==> config.mk <==
export PLATFORM = sky130hd
export DESIGN_NAME = round_robin_encoder
export DESIGN_NICKNAME = d
export VERILOG_FILES = /design/src/rtl/round_robin_encoder.sv
export SDC_FILE = /design/constraint.sdc
export NUM_CORES = 1
export LEC_CHECK = 0
export ABC_AREA = 1
export CAP_MARGIN = 20
export CORE_MARGIN = 8
export CORE_UTILIZATION = 45
export CTS_CLUSTER_DIAMETER = 80
export CTS_CLUSTER_SIZE = 24
export DETAILED_ROUTE_END_ITERATION = 8
export HOLD_SLACK_MARGIN = 0.03
export PLACE_DENSITY = 0.69
export SYNTH_ARGS = -nofsm -noshare
export SYNTH_HDL_FRONTEND = slang
export SYNTH_SLANG_ARGS = --single-unit
==> constraint.sdc <==
create_clock -name clk -period 3.8 [get_ports clk]
set_clock_uncertainty 0.1 [all_clocks]
set_input_delay 0.76 -clock clk [delete_from_list [all_inputs] [get_ports clk]]
set_output_delay 0.76 -clock clk [all_outputs]
set_load 0.005 [all_outputs]
==> src/rtl/round_robin_encoder.sv <==
// Round-robin 4-to-2 request encoder.
// Registered grant index with valid/ready handshake.
module round_robin_encoder (
  input  logic clk,
  input  logic reset,
  input  logic in0,
  input  logic in1,
  input  logic in2,
  input  logic in3,
  input  logic enable,
  input  logic ready,
  output logic address0,
  output logic address1,
  output logic valid,
  output logic multi
);

  typedef enum logic {
    IDLE,
    HOLD
  } state_t;

  state_t     r_state;
  logic [1:0] r_last;
  logic [1:0] r_addr;
  logic       r_multi;
  logic       r_valid;

  logic [3:0] w_req;
  logic       w_any;
  logic       w_multi;
  logic [1:0] w_ptr;
  logic [1:0] w_win;
  logic       w_found;
  logic       w_load;

  assign w_req   = {in3, in2, in1, in0};
  assign w_any   = |w_req;
  assign w_multi = ($countones(w_req) > 1);
  assign w_load  = enable && w_any;

  // A handshake moves the pointer to the accepted index in the
  // same edge, so the back-to-back search starts after it.
  assign w_ptr = (r_state == HOLD) ? r_addr : r_last;

  // First high request at ptr+1, ptr+2, ptr+3, ptr (mod 4).
  always_comb begin : sel
    logic [1:0] v_idx;
    w_win   = '0;
    w_found = 1'b0;
    v_idx   = '0;
    for (int i = 0; i < 4; i++) begin
      v_idx = w_ptr + 2'(i + 1);
      if (!w_found && w_req[v_idx]) begin
        w_win   = v_idx;
        w_found = 1'b1;
      end
    end
  end

  // Grant FSM: select in IDLE, freeze in HOLD until accepted.
  always_ff @(posedge clk) begin
    if (reset) begin
      r_state <= IDLE;
      r_last  <= 2'd3;
      r_addr  <= 2'd0;
      r_multi <= 1'b0;
      r_valid <= 1'b0;
    end else begin
      unique case (r_state)
        IDLE: begin
          if (w_load) begin
            r_addr  <= w_win;
            r_multi <= w_multi;
            r_valid <= 1'b1;
            r_state <= HOLD;
          end else begin
            r_valid <= 1'b0;
          end
        end
        HOLD: begin
          if (ready) begin
            r_last <= r_addr;
            if (w_load) begin
              r_addr  <= w_win;
              r_multi <= w_multi;
              r_valid <= 1'b1;
            end else begin
              r_valid <= 1'b0;
              r_state <= IDLE;
            end
          end
        end
        default: begin
          r_state <= IDLE;
          r_valid <= 1'b0;
        end
      endcase
    end
  end

  assign address0 = r_addr[0];
  assign address1 = r_addr[1];
  assign valid    = r_valid;
  assign multi    = r_multi;

endmodule

==> metrics.txt <==
run status finished clean; clk_lat worst skew 250 ps; Worst EP arrival approximately 2500 ps; Top cell by count, worst path inv_1; CP cell instances clkdlybuf4s50_1 -> inv_1 -> ha_1 -> nand3_1 -> and2_1 -> inv_1 -> nor2_1 -> inv_1 -> a21oi_1 -> nand2_1 -> inv_1; sw power between 0.1 and 0.15 mW; fin crit period roughly 2300 ps; Wirelength per Cell ~11 um; P_int 0.161 mW; Flop pwr share 32.5%; die area 0.00291 mm2; Syn Area/Cell 5.90 um2; post-CTS setup buffers 0; HP Class flip-flop to flip-flop; number of global-route vias before repair ~650; asr flop ratio synth 0%; Clock Sinks 7; wirelength, routed 1.59 mm; Post-synth top cells nand2_1 (37), nand2_2 (15), inv_1 (14); switch share 38.4%; Final nets between 100 and 150; CTS Buf Count 3; cts hold-fix bufs 0; Syn Nets 120; die width around 54 um; crit-path max cell delay roughly 500 ps; Initial Util between 40% and 50%; core area between 0.001 and 0.0015 mm2; Yosys top cell by area dfxtp_1; antenna-violating nets left 0; Area Overhead vs Synth 23.9%; pre-CTS setup slack ~1200 ps; combinational share of power 40.8%; slew at the pin closest to its max-slew limit between 200 and 300 ps; Cells after DPL roughly 140; Worst IR Drop VDD 0.237 mV; Worst Setup Path Type input pin to flip-flop; fin worst setup slack 1450 ps; most common flop cell mapped by yosys dfxtp_1; Non-Filler Instances 140; CP bufs+invs 5; RSZ-0062 raised after global routing false; CTS clock-pin slew for the worst setup and hold paths roughly 50 ps; Post-synth EDFFs 0; initial antenna violation count 0; most common cell in the netlist nand2_1; root buffer selected by CTS clkbuf_4; max cap viols 0; Max clock buf depth 2; max_slew headroom 80.2%; pwr dens ~320 mW/mm2; Crit path max-delay family buffers and inverters; sequential area share after synthesis around 22%; Leak roughly 0.43 nW; Final period util roughly three fifths; CTS tree yes; Required @ worst endpoint between 3000 and 4000 ps; post-synthesis cell count 110; top cell type's share of synthesized area a little over a fifth; Unique masters post-synth 17; share of layout cells above drive strength 1 between 10% and 20%; drt initial violations 13; Worst Setup Start Kind input pin; Clk pwr share a little over a quarter; final hold viol count 0; CP max-delay cell clkdlybuf4s50_1; post-CTS sizing 0; antenna cells 0; largest net degree at the start of global routing 11; Die H about 54 um; fmax about 430 MHz; Crit Path Max Fanout 5; Sum Neg Setup Slack 0 ps; Via Count between 700 and 800; synth warn 0; HPWL after DPL 1.26 mm; Slew Viols, Final 0; Setup violations, final 0; global-route wire length before repair between 2 and 3 mm; Total GRT Usage between 10% and 20%; Std-Cell Rows 13; Final Power approximately 0.26 mW; Setup crit end kind flip-flop; vias per std cell around 5.2; H-tree depth 1; DRC Markers 0; WHS about 360 ps; flops & latches, synth 7; Placer Congestion a little over 0.8; Top Ports 12; synth top area cells dfxtp_1 (22%), nand2_1 (21%), nand2_2 (14%); PortBufs 11; First-pass DRT Iterations 4; GR Overflow Total 0; Post-Synthesis Cell Area 649 um2
[state kept, by name, summed over array words and instances (netlist names)]
signal   count
r_addr       2
r_last       2
multi        1
r_state      1
valid        1
[worst min-delay path: stages (launching register included)]
cell and delay, ps:
dfxtp_1 300, nand2_1 60, a21oi_1 50
[area by class of cell]
class	instances	area, um2
tap	15	18.8
multi-input combinational	88	453
fill	139	513
clock buffer	4	26.3
timing repair buffer	11	110
sequential	7	140
inverter	15	56.3
[cells in the final DEF (no fill, tap or decap)]
| cell type | instances |
|---|---|
| nand3_1 | 11 |
| inv_1 | 14 |
| nand4_1 | 2 |
| nand3_2 | 1 |
| inv_2 | 1 |
| o21ai_1 | 1 |
| fa_1 | 1 |
| clkdlybuf4s50_1 | 11 |
| a21oi_1 | 2 |
| clkbuf_4 | 3 |
| nor2_1 | 9 |
| clkbuf_1 | 1 |
| nand2_1 | 37 |
| o21ai_0 | 3 |
| o221ai_1 | 2 |
| and2_1 | 1 |
| nand2_2 | 15 |
| dfxtp_1 | 7 |
| nand2_4 | 2 |
| ha_1 | 1 |
[kinds of logic (layout without fill, tap and decap cells)]
family	Yosys count	count (layout)	share of synthesized area [%]
simple gates	78	78	57.4
buf+inv	15	30	8.67
compound gates	8	8	7.32
flops	7	7	21.6
fa+ha+maj	2	2	5.01
[worst paths after layout]
kind	from	end	slack [ps]	cells past startpoint
min	valid$_SDFFE_PP0N_	valid$_SDFFE_PP0N_	360	2
max	in0	r_addr[0]$_SDFFE_PP0P_	1450	11
min reg2reg	valid$_SDFFE_PP0N_	valid$_SDFFE_PP0N_	360	2
max reg2reg	r_state$_SDFF_PP0_	r_addr[0]$_SDFFE_PP0P_	2130	13
[layer usage]
metal | GRT usage, % | up-vias | wire length (um)
met3 | 5.51 | 2 | 73
met4 | 4.10 | 0 | 8
met1 | 15.9 | 338 | 802
met5 | 0 | - | 0
met2 | 17.6 | 16 | 705
li1 | - | 376 | -
[power groups by stage]
stage	Combinational [mW]	Sequential, mW	Clock [mW]
2_1_floorplan	0.0737	0.0859	0
3_3_place_gp	0.105	0.0862	0
3_5_place_dp	0.105	0.0863	0
4_1_cts	0.106	0.0848	0.0709
5_1_grt	0.120	0.0857	0.0781
6_report	0.107	0.0851	0.0696
[through the flow]
step | util, % | instance area, um2
2_1_floorplan | - | 649
3_3_place_gp | 59.1 | 778
3_5_place_dp | 59.1 | 778
4_1_cts | 61.1 | 805
5_1_grt | 61.1 | 805
6_report | 61.1 | 805
Power figures use the tool's default switching activity.
